<file path="src/rtl/arb_frame_tx.sv">
// -----------------------------------------------------------------------------
// arb_frame_tx
//
// Serial frame transmitter that sits behind a two-requester arbiter. When a
// grant arrives, the granted master's payload is latched and sent on a single
// shared UART-style line: one start bit (0), eight data bits LSB first, and
// one stop bit (1). Each bit lasts BAUD_DIV clock cycles. At the end of the
// frame a one-cycle done strobe goes back to the owning master so it can drop
// its request. This releases the arbiter for the other side.
//
// Grant/done handshake: a grant seen in IDLE is accepted at that edge and
// owned until the frame ends. The owner then gets exactly one done pulse. The
// block waits in RELEASE until the owner's grant is sampled low, so a grant
// that is held on never retransmits the same payload. Grants from the other
// master are ignored until IDLE.
//
// Parameters:
//   BAUD_DIV     clock cycles per serial bit (2..65535)
//
// Ports:
//   clk          system clock, rising edge
//   rst          synchronous active-high reset
//   gnt1, gnt2   arbiter grants (gnt1 wins if both are high)
//   data1, data2 payloads, sampled only at frame acceptance
//   tx           serial line, idles high
//   busy         high from acceptance until the return to IDLE
//   owner        one-hot frame owner (01 = master 1, 10 = master 2)
//   done1, done2 one-cycle completion strobes
//   dbg_state_o  current FSM state, for checkers
// -----------------------------------------------------------------------------
module arb_frame_tx #(
  parameter int unsigned BAUD_DIV = 4
) (
  input  logic       clk,
  input  logic       rst,
  input  logic       gnt1,
  input  logic       gnt2,
  input  logic [7:0] data1,
  input  logic [7:0] data2,
  output logic       tx,
  output logic       busy,
  output logic [1:0] owner,
  output logic       done1,
  output logic       done2,
  output logic [2:0] dbg_state_o
);

  if (BAUD_DIV < 2 || BAUD_DIV > 65535) begin : g_bad_baud_div
    $error("arb_frame_tx: BAUD_DIV must be in 2..65535");
  end

  localparam logic [15:0] BAUD_LAST = 16'(BAUD_DIV - 1);

  typedef enum logic [2:0] {
    S_IDLE    = 3'd0,
    S_START   = 3'd1,
    S_DATA    = 3'd2,
    S_STOP    = 3'd3,
    S_RELEASE = 3'd4
  } state_e;

  state_e      state_q,   state_d;
  logic [7:0]  shift_q,   shift_d;
  logic [2:0]  bit_cnt_q, bit_cnt_d;
  logic [15:0] baud_q,    baud_d;
  logic        tx_q,      tx_d;
  logic        busy_q,    busy_d;
  logic [1:0]  owner_q,   owner_d;
  logic        done1_q,   done1_d;
  logic        done2_q,   done2_d;

  logic baud_end;
  logic owner_gnt;

  // The last cycle of the current bit period.
  assign baud_end  = (baud_q == BAUD_LAST);
  // The current owner's grant is still asserted.
  assign owner_gnt = (owner_q[0] & gnt1) | (owner_q[1] & gnt2);

  // ---------------------------------------------------------------------------
  // State and output registers
  // ---------------------------------------------------------------------------
  always_ff @(posedge clk) begin
    if (rst) begin
      state_q   <= S_IDLE;
      shift_q   <= 8'h00;
      bit_cnt_q <= 3'd0;
      baud_q    <= 16'd0;
      tx_q      <= 1'b1;
      busy_q    <= 1'b0;
      owner_q   <= 2'b00;
      done1_q   <= 1'b0;
      done2_q   <= 1'b0;
    end else begin
      state_q   <= state_d;
      shift_q   <= shift_d;
      bit_cnt_q <= bit_cnt_d;
      baud_q    <= baud_d;
      tx_q      <= tx_d;
      busy_q    <= busy_d;
      owner_q   <= owner_d;
      done1_q   <= done1_d;
      done2_q   <= done2_d;
    end
  end

  // ---------------------------------------------------------------------------
  // Next-state and next-output logic
  // ---------------------------------------------------------------------------
  always_comb begin
    state_d   = state_q;
    shift_d   = shift_q;
    bit_cnt_d = bit_cnt_q;
    baud_d    = baud_q;
    tx_d      = tx_q;
    busy_d    = busy_q;
    owner_d   = owner_q;
    // Done strobes last one cycle. They are only raised at the end of STOP.
    done1_d   = 1'b0;
    done2_d   = 1'b0;

    case (state_q)
      S_IDLE: begin
        tx_d      = 1'b1;
        busy_d    = 1'b0;
        owner_d   = 2'b00;
        baud_d    = 16'd0;
        bit_cnt_d = 3'd0;
        // Master 1 has priority in case both grants are high at once.
        if (gnt1) begin
          shift_d = data1;
          owner_d = 2'b01;
        end else if (gnt2) begin
          shift_d = data2;
          owner_d = 2'b10;
        end
        // The start bit begins at the same edge that accepts the frame.
        if (gnt1 || gnt2) begin
          state_d = S_START;
          tx_d    = 1'b0;
          busy_d  = 1'b1;
        end
      end

      S_START: begin
        if (baud_end) begin
          baud_d    = 16'd0;
          bit_cnt_d = 3'd0;
          tx_d      = shift_q[0];
          state_d   = S_DATA;
        end else begin
          baud_d = baud_q + 16'd1;
        end
      end

      S_DATA: begin
        if (baud_end) begin
          baud_d = 16'd0;
          if (bit_cnt_q == 3'd7) begin
            tx_d    = 1'b1;
            state_d = S_STOP;
          end else begin
            // shift_q[0] is the bit on the line now. The next bit is shift_q[1].
            shift_d   = {1'b0, shift_q[7:1]};
            tx_d      = shift_q[1];
            bit_cnt_d = bit_cnt_q + 3'd1;
          end
        end else begin
          baud_d = baud_q + 16'd1;
        end
      end

      S_STOP: begin
        if (baud_end) begin
          baud_d  = 16'd0;
          done1_d = owner_q[0];
          done2_d = owner_q[1];
          state_d = S_RELEASE;
        end else begin
          baud_d = baud_q + 16'd1;
        end
      end

      S_RELEASE: begin
        // Hold here until the owner lets go. Otherwise a grant that stays
        // high would resend the same payload.
        if (!owner_gnt) begin
          state_d = S_IDLE;
          busy_d  = 1'b0;
          owner_d = 2'b00;
        end
      end

      default: begin
        state_d = S_IDLE;
        tx_d    = 1'b1;
        busy_d  = 1'b0;
        owner_d = 2'b00;
        baud_d  = 16'd0;
      end
    endcase
  end

  assign tx          = tx_q;
  assign busy        = busy_q;
  assign owner       = owner_q;
  assign done1       = done1_q;
  assign done2       = done2_q;
  assign dbg_state_o = state_q;

endmodule

</file>
<file path="config.mk">
export PLATFORM = sky130hd
export DESIGN_NAME = arb_frame_tx
export DESIGN_NICKNAME = d
export VERILOG_FILES = /design/src/rtl/arb_frame_tx.sv
export SDC_FILE = /design/constraint.sdc
export NUM_CORES = 1
export LEC_CHECK = 0
export ABC_AREA = 0
export BUFFER_PORTS_ARGS = -buffer_cell sky130_fd_sc_hd__buf_2
export CAP_MARGIN = 25
export CORE_MARGIN = 2
export CORE_UTILIZATION = 29
export DETAILED_ROUTE_END_ITERATION = 6
export HOLD_SLACK_MARGIN = 0.02
export MAX_ROUTING_LAYER = met4
export PLACE_DENSITY = 0.54
export RECOVER_POWER = 50
export SLEW_MARGIN = 20
export SYNTH_ARGS = -nofsm -noshare
export SYNTH_HDL_FRONTEND = slang
export SYNTH_SLANG_ARGS = --single-unit
</file>
<file path="constraint.sdc">
create_clock -name clk -period 1.9 [get_ports clk]
set_clock_uncertainty 0.15 [all_clocks]
set_input_delay 0.38 -clock clk [delete_from_list [all_inputs] [get_ports clk]]
set_output_delay 0.38 -clock clk [all_outputs]
set_load 0.005 [all_outputs]
</file>
Word-level counts from Yosys, hierarchy flattened --
Cells that the tools add are included.
Word-level totals: output and inout bits 9, register bits after elaboration 36, input port bits 20, logic and storage cells 74
Operators by class: mux-type cells 30, add/subtract/negate cells 2, reduce and logical (&&, ||, !) cells 12, eq/ne operators 14, bitwise operators 7
Operators by type and width (count):
- $mux 8 | 4
- $pmux 16 s2 | 1
- $mux 3 | 9
- $add 16x1->16 const B | 1
- $eq 16x2->1 const B | 1
- $mux 16 | 1
- $pmux 8 s2 | 1
- $pmux 3 s5 | 1
- $ne 2x2->1 const B | 7
- $pmux 3 s3 | 1
- $reduce_and 4->1 | 2
- $eq 3x2->1 const B | 2
- $eq 3x3->1 const B | 2
- $mux 1 | 6
- $mux 2 | 3
- $pmux 2 s3 | 1
- $reduce_and 6->1 | 1
- $reduce_or 3->1 | 2
- $not 1->1 | 4
- $pmux 1 s4 | 1
- $add 3x1->3 const B | 1
- $eq 3x1->1 const B | 1
- $logic_not 3->1 | 1
- $ne 3x3->1 const B | 1
- other kinds (9) | 10

Depth between registers and ports, before layout --
Gate-level depths: netlist of run 1.
depth in word-level cells 4, gate-level depth with buffers 8, gate-level depth less buffers 7

Worst setup path after synthesis of run 1 --
Ideal clock, no wire load.
path kind reg2reg, from reg bit_cnt_q[0], to reg state_q[1], in the netlist dbg_state_o[1], path buffers 0, required time 1.629 ns, arrival 1.827 ns, clock period less this slack 2.098 ns, cell stages (with the launch flop) 8, slack -0.198 ns, setup time 0.121 ns, cell sequence dfxtp_1 ha_1 ha_1 or3b_2 o31a_1 nor2_1 a311o_1 mux2_4
Between the ends: cells in the longest elaborated chain, start to end 3
Ends and longest elaborated chain:
- from (decl) | RTL line 64 | logic [2:0] bit_cnt_q, bit_cnt_d;
- from (signal assigned) | RTL line 97 | bit_cnt_q <= bit_cnt_d;
- $eq 3x3->1 | RTL line 159 | if (bit_cnt_q == 3'd7) begin
- $ne 2x2->1 (no source line)
- $reduce_and 6->1 (no source line)
- to (signal assigned) | RTL line 95 | state_q <= state_d;
- to (decl) | RTL line 62 | state_e state_q, state_d;
No other way between the ends. A chain may end at the register's enable or synchronous reset.

Worst setup path after layout of run 1 --
from reg bit_cnt_q[1], to reg state_q[1], in the netlist dbg_state_o[1]
Same word-level chain as after synthesis.

==> results of run 1 <==
-- worst min path at each step --
| stage | end | slack [ps] | from |
|---|---|---|---|
| 6_report | tx | 250 | rst |
| 5_1_grt | tx | 260 | rst |
| 4_1_cts | tx | 240 | rst |
| 3_5_place_dp | shift_q[3] | 300 | shift_q[3] |
| 3_3_place_gp | shift_q[4] | 290 | shift_q[4] |
| 2_1_floorplan | shift_q[0] | 280 | shift_q[0] |
-- worst max-delay path: stages (launching register included) --
cell and delay, ps:
dfxtp_2 340, ha_4 160, ha_4 150, or3b_4 350
o31a_1 130, nor2_2 120, a311o_1 180, mux2_4 300
-- routing by layer --
layer | part of all wire, % | vias to the layer above | track usage [%]
met4 | 2.4 | 0 | 6.534
met2 | 46 | 45 | 22.90
met5 | 0 | - | -
met1 | 47 | 933 | 19.06
met3 | 3.9 | 9 | 2.952
li1 | - | 1007 | -
-- cells by family (layout without fill, tap and decap cells) --
family | Yosys count | after routing | share of synthesized area, %
AO/OA/AOI/OAI | 70 | 70 | 24.67
XOR/XNOR | 1 | 1 | 0.4406
adder cells (fa/ha/maj) | 3 | 3 | 1.888
buffers and inverters | 20 | 84 | 5.161
flip-flops | 36 | 36 | 36.25
multiplexers | 12 | 12 | 6.293
AND/OR/NAND/NOR | 94 | 94 | 25.30
-- registers in the layout (all words and copies together) (netlist names) --
signal	flops
done2	1
busy	1
dbg_state_o	3
done1	1
tx	1
baud_q	16
shift_q	8
bit_cnt_q	3
owner	2
-- final cells by class --
type                    count  area (µm²)  area share (%)
repair buffers             72       489.2           17.81
multi-input cells         180        1323           48.16
well taps                  80       100.1           3.645
clock buffers               6       82.58           3.007
clock inverters             2       10.01          0.3645
flip-flops and latches     36       726.9           26.47
inverters                   4       15.01          0.5467
-- what timing repair did --
| action | in CTS | in global routing |
|---|---|---|
| buffers inserted | 2 | 1 |
| pin swaps | 4 | 3 |
| resized for setup | 5 | 23 |
| endpoints found under the setup margin | 17 | 27 |
-- power by group through the flow --
stage | clock network, µW | logic [µW] | registers, µW
2_1_floorplan | 0 | 833 | 1000
3_3_place_gp | 0 | 1290 | 1000
3_5_place_dp | 0 | 1290 | 1010
4_1_cts | 590 | 1330 | 1000
5_1_grt | 630 | 1640 | 1030
6_report | 575 | 1490 | 1010
-- per-stage QoR --
step	instance area, µm²	power [µW]	setup WS [ps]	std cells
after global placement	2491	2294	-79.10	369
after floorplan	2033	1836	-53.12	236
after detailed placement	2491	2300	-83.92	369
final	2746	3074	-84.79	380
after global routing	2746	3292	-143.0	380
after CTS	2630	2924	-78.90	379
-- placed cells by master (no fill, tap or decap), types with 3 or more instances in the layout --
cell,Yosys,layout
nor2_1,24,22
mux2i_1,11,11
o21ai_0,13,13
nand3_1,5,4
inv_1,4,3
dfxtp_2,0,5
dfxtp_1,36,31
ha_4,0,3
a31oi_1,3,3
buf_2,4,28
a211oi_1,4,4
nand4_1,5,5
nor3_1,10,9
and2_1,4,4
nand4b_1,5,5
nor2b_1,3,3
a311oi_1,6,6
buf_6,3,5
a21oi_1,17,14
a21oi_2,3,6
a22oi_1,3,3
nand2_1,22,22
nand2b_1,3,3
buf_4,0,39
clkbuf_8,0,6
a211o_1,7,7
==> flow_metrics.env, run 1 <==
export IMPL_outcome="complete, but fails checks"
export IMPL_violations="setup timing"
export IMPL_synth_ff_type="dfxtp_1"
export IMPL_drc=0
export IMPL_pwr_share_clk_pct=18.7
export IMPL_finalMaxSlewViolations=0
export IMPL_slew_headroom_pct=66.23
export IMPL_grt_pass1_vias=1860
export IMPL_synth_top_area_cell="dfxtp_1"
export IMPL_cap_viol_max_count=0
export IMPL_clk_latency_ps=290
export IMPL_clockRootBuffer="clkbuf_8"
export IMPL_start_kind="flop"
export IMPL_synth_common_cells="dfxtp_1, nor2_1, nand2_1"
export IMPL_drt_total_wl_um=5301
export IMPL_grt_max_degree=18
export IMPL_r2r_end="dbg_state_o[1]"
export IMPL_setup_slack_ps=-84.79
export IMPL_irDropWorstVdd_uv=355.7
export IMPL_async_flop_share_pct=0
export IMPL_htreeDepth=2
export IMPL_p_seq_share_pct=32.8
export IMPL_ys_ff_latch=36
export IMPL_crit_end="dbg_state_o[1]"
export IMPL_switching_share_pct=36.58
export IMPL_reg2reg_from="bit_cnt_q[1]"
export IMPL_post_dp_hpwl_um=3646
export IMPL_syn_area_um2=1988
export IMPL_rows=30
export IMPL_cts_tree="yes"
export IMPL_gp_congestion=0.8377
export IMPL_cts_num_sinks=36
export IMPL_setup_viol_count_final=12
export IMPL_hold_viol_final=0
export IMPL_path_clk_slew_ps=80
export IMPL_worst_slew_pin_slew_ps=501.3
export IMPL_die_x_um=86.80
export IMPL_synth_most_common_cell="dfxtp_1"
export IMPL_period_share_pct=104.5
export IMPL_antenna_found_initial=0
export IMPL_synth_edf_count=0
export IMPL_hp_class="in2reg"
export IMPL_avgRoutedWirePerCell_um=13.95
export IMPL_clock_path_buffers=2
export IMPL_yosys_warnings=0
export IMPL_num_io_pins=29
export IMPL_postCtsHoldBufs=0
export IMPL_max_freq_ghz=0.5038
export IMPL_insertedDiodeCount=0
export IMPL_die_h_um=86.80
export IMPL_startpoint="bit_cnt_q[1]"
export IMPL_leakage_uw=0.001136
export IMPL_rsz0062_at_grt="yes"
export IMPL_viasPerCell=5.247
export IMPL_min_period_ps=1985
export IMPL_comb_power_share_pct=48.5
export IMPL_grt_pass1_wl_um=8638
export IMPL_cp_max_fo=2
export IMPL_synth_nets=259
export IMPL_path_class="reg2reg"
export IMPL_min_path_cells=3
export IMPL_power_density_nw_per_um2=1119
export IMPL_portBuffers=28
export IMPL_internal_power_uw=1949
export IMPL_drive_gt1_share_pct=38.00
export IMPL_syn_inst=236
export IMPL_seq_area_frac_synth_pct=36.25
export IMPL_fillers=679
export IMPL_ant_nets=0
export IMPL_synth_area_leaders="dfxtp_1, mux2i_1, nor2_1"
export IMPL_cp_end_kind="flop"
export IMPL_die_area_um2=7534
export IMPL_p_switching_uw=1124
export IMPL_cts_buffers=5
export IMPL_vias=1994
export IMPL_synth_top_area_share_pct=36.25
export IMPL_fin_util_pct=40.88
export IMPL_cp_data_arrival_time_ps=2020
export IMPL_r2r_cells=7
export IMPL_drt_initial_drc_count=132
export IMPL_synth_distinct_cells=46
export IMPL_dr_pass1_iters=4
export IMPL_fin_hold_ws_ps=254.5
export IMPL_gr_total_overflow=0
export IMPL_cp_data_required_time_ps=1940
export IMPL_syn_avg_cell_area_um2=8.424
export IMPL_track_usage_pct=14.96
export IMPL_floorplan_initialDensity_pct=29.59
export IMPL_rrSetupSlack_ps=-80
export IMPL_syn_to_final_growth_pct=38.14
export IMPL_setup_tns_ps=-211.5
export IMPL_core_um2=6719
export IMPL_fin_nets=322
Note: power is estimated with default switching activity, not from simulation.
==> run 2, diff against run 1 <==
--- a/config.mk
+++ b/config.mk
@@ -19,3 +19,4 @@
 export SYNTH_ARGS = -nofsm -noshare
 export SYNTH_HDL_FRONTEND = slang
 export SYNTH_SLANG_ARGS = --single-unit
+export TNS_END_PERCENT = 30
==> run 2 against run 1 <==
Net effect: the run still ends with setup timing left; clock-buffer cell count is the same; total power down 4.9%; setup slack better by 36 ps; final cell count down 0.26%; global-route usage about the same; via count shrank 1.7%; wire length fell by 3.9%; sequential share of layout area up 0.89 points; core utilization shrank 1.4 points; clock power decreased by 10%; sequential power about the same; critical endpoint unchanged; largest power group unchanged.
==> flow_metrics.env, run 2 (synthesis results as in run 1) <==
export IMPL_die_area_um2=7534
export IMPL_ant_nets=0
export IMPL_p_seq_share_pct=34.2
export IMPL_setup_slack_ps=-48.45
export IMPL_portBuffers=28
export IMPL_cts_tree="yes"
export IMPL_rows=30
export IMPL_syn_to_final_growth_pct=33.42
export IMPL_met3WireLength_um=124
export IMPL_grt_pass1_vias=1861
export IMPL_cp_data_arrival_time_ps=1980
export IMPL_setup_tns_ps=-48.45
export IMPL_clock_path_buffers=2
export IMPL_finalMaxSlewViolations=0
export IMPL_track_usage_pct=14.91
export IMPL_drive_gt1_share_pct=33.78
export IMPL_die_x_um=86.80
export IMPL_gr_total_overflow=0
export IMPL_fin_hold_ws_ps=283.5
export IMPL_cp_end_kind="flop"
export IMPL_drt_total_wl_um=5093
export IMPL_final_cell_mix="buf_4, dfxtp_1, buf_2"
export IMPL_violations="setup timing"
export IMPL_regMostFlops="baud_q"
export IMPL_path_clk_slew_ps=70
export IMPL_cp_data_required_time_ps=1930
export IMPL_grt_pass1_wl_um=8749
export IMPL_num_io_pins=29
export IMPL_period_share_pct=102.6
export IMPL_irDropWorstVdd_uv=298.4
export IMPL_wl_met1_um=2527
export IMPL_grt_max_degree=20
export IMPL_cp_max_fo=2
export IMPL_gp_congestion=0.8366
export IMPL_htreeDepth=2
export IMPL_largest_reg_flops=16
export IMPL_path_class="reg2reg"
export IMPL_floorplan_initialDensity_pct=29.59
export IMPL_cap_viol_max_count=0
export IMPL_rsz0062_at_grt="yes"
export IMPL_power_density_nw_per_um2=1102
export IMPL_antenna_found_initial=0
export IMPL_internal_power_uw=1862
export IMPL_hold_viol_final=0
export IMPL_core_um2=6719
export IMPL_clk_latency_ps=280
export IMPL_slew_headroom_pct=74.06
export IMPL_drc=0
export IMPL_switching_share_pct=36.32
export IMPL_setup_viol_count_final=1
export IMPL_highest_layer="met4"
export IMPL_comb_power_share_pct=48.2
export IMPL_clockRootBuffer="clkbuf_8"
export IMPL_avgRoutedWirePerCell_um=13.44
export IMPL_dr_pass1_iters=4
export IMPL_max_freq_ghz=0.5132
export IMPL_pwr_share_clk_pct=17.7
export IMPL_outcome="complete, but fails checks"
export IMPL_cts_buffers=5
export IMPL_insertedDiodeCount=0
export IMPL_start_kind="flop"
export IMPL_met2_length_um=2369
export IMPL_worst_slew_pin_slew_ps=385.1
export IMPL_die_h_um=86.80
export IMPL_vias=1960
export IMPL_reg_top3="baud_q (16), shift_q (8)"
export IMPL_fin_nets=322
export IMPL_post_dp_hpwl_um=3699
export IMPL_postCtsHoldBufs=0
export IMPL_cts_num_sinks=36
export IMPL_p_switching_uw=1062
export IMPL_min_period_ps=1948
export IMPL_dp_slack_ps=-132.3
export IMPL_viasPerCell=5.172
export IMPL_drt_initial_drc_count=141
export IMPL_leakage_uw=0.001085
export IMPL_fin_util_pct=39.48
export IMPL_hp_class="in2reg"
export IMPL_final_common_cell="buf_4"
[run 2: layout make-up]
| cell class | instances | area (µm²) |
|---|---|---|
| fillers | 676 | 4066 |
| clock buffers | 6 | 72.57 |
| flip-flops and latches | 36 | 725.7 |
| repair buffers | 72 | 469.2 |
| multi-input cells | 180 | 1265 |
| clock inverters | 1 | 5.005 |
| inverters | 4 | 15.01 |
| well taps | 80 | 100.1 |
[run 2: worst max-delay path: stages, from the launching register on]
cell and delay, ps:
dfxtp_2 330, ha_4 160, ha_4 150, or3b_4 350
o31a_1 130, nor2_2 100, a311o_1 170, mux2_4 300
[run 2: power groups by stage]
stage | Clock [µW] | Combinational [µW] | Sequential [µW]
after global routing | 570 | 1580 | 1020
after CTS | 541 | 1320 | 998
after detailed placement | 0 | 1290 | 1010
after floorplan | 0 | 833 | 1000
after global placement | 0 | 1300 | 1000
final | 517 | 1410 | 999
[run 2: stage by stage]
stage	area, µm²	cells	power [µW]
after global placement	2499	370	2300
final	2653	379	2924
after floorplan	2033	236	1836
after detailed placement	2499	370	2298
after global routing	2653	379	3166
after CTS	2610	378	2861
[run 2: repair_timing]
action                                  4_1_cts  5_1_grt
gates resized for setup                       5       10
cloned                                        0        1
pin swaps                                     3        2
endpoints found under the setup margin       24       25
setup buffers                                 1        0
[run 2: worst paths after layout]
path	cells past startpoint	endpoint	startpoint	slack, ps
max	7	dbg_state_o[1]	bit_cnt_q[1]	-50
min	3	owner[1]	gnt2	280
max reg2reg	7	dbg_state_o[1]	bit_cnt_q[1]	-50
min reg2reg	2	shift_q[3]	shift_q[3]	310
[run 2: layer usage]
layer  vias up  global-route usage (%)
met1       928                   19.80
li1       1005                       -
met3         6                   2.857
met4         0                   4.261
met2        21                   23.04
met5         -                       -
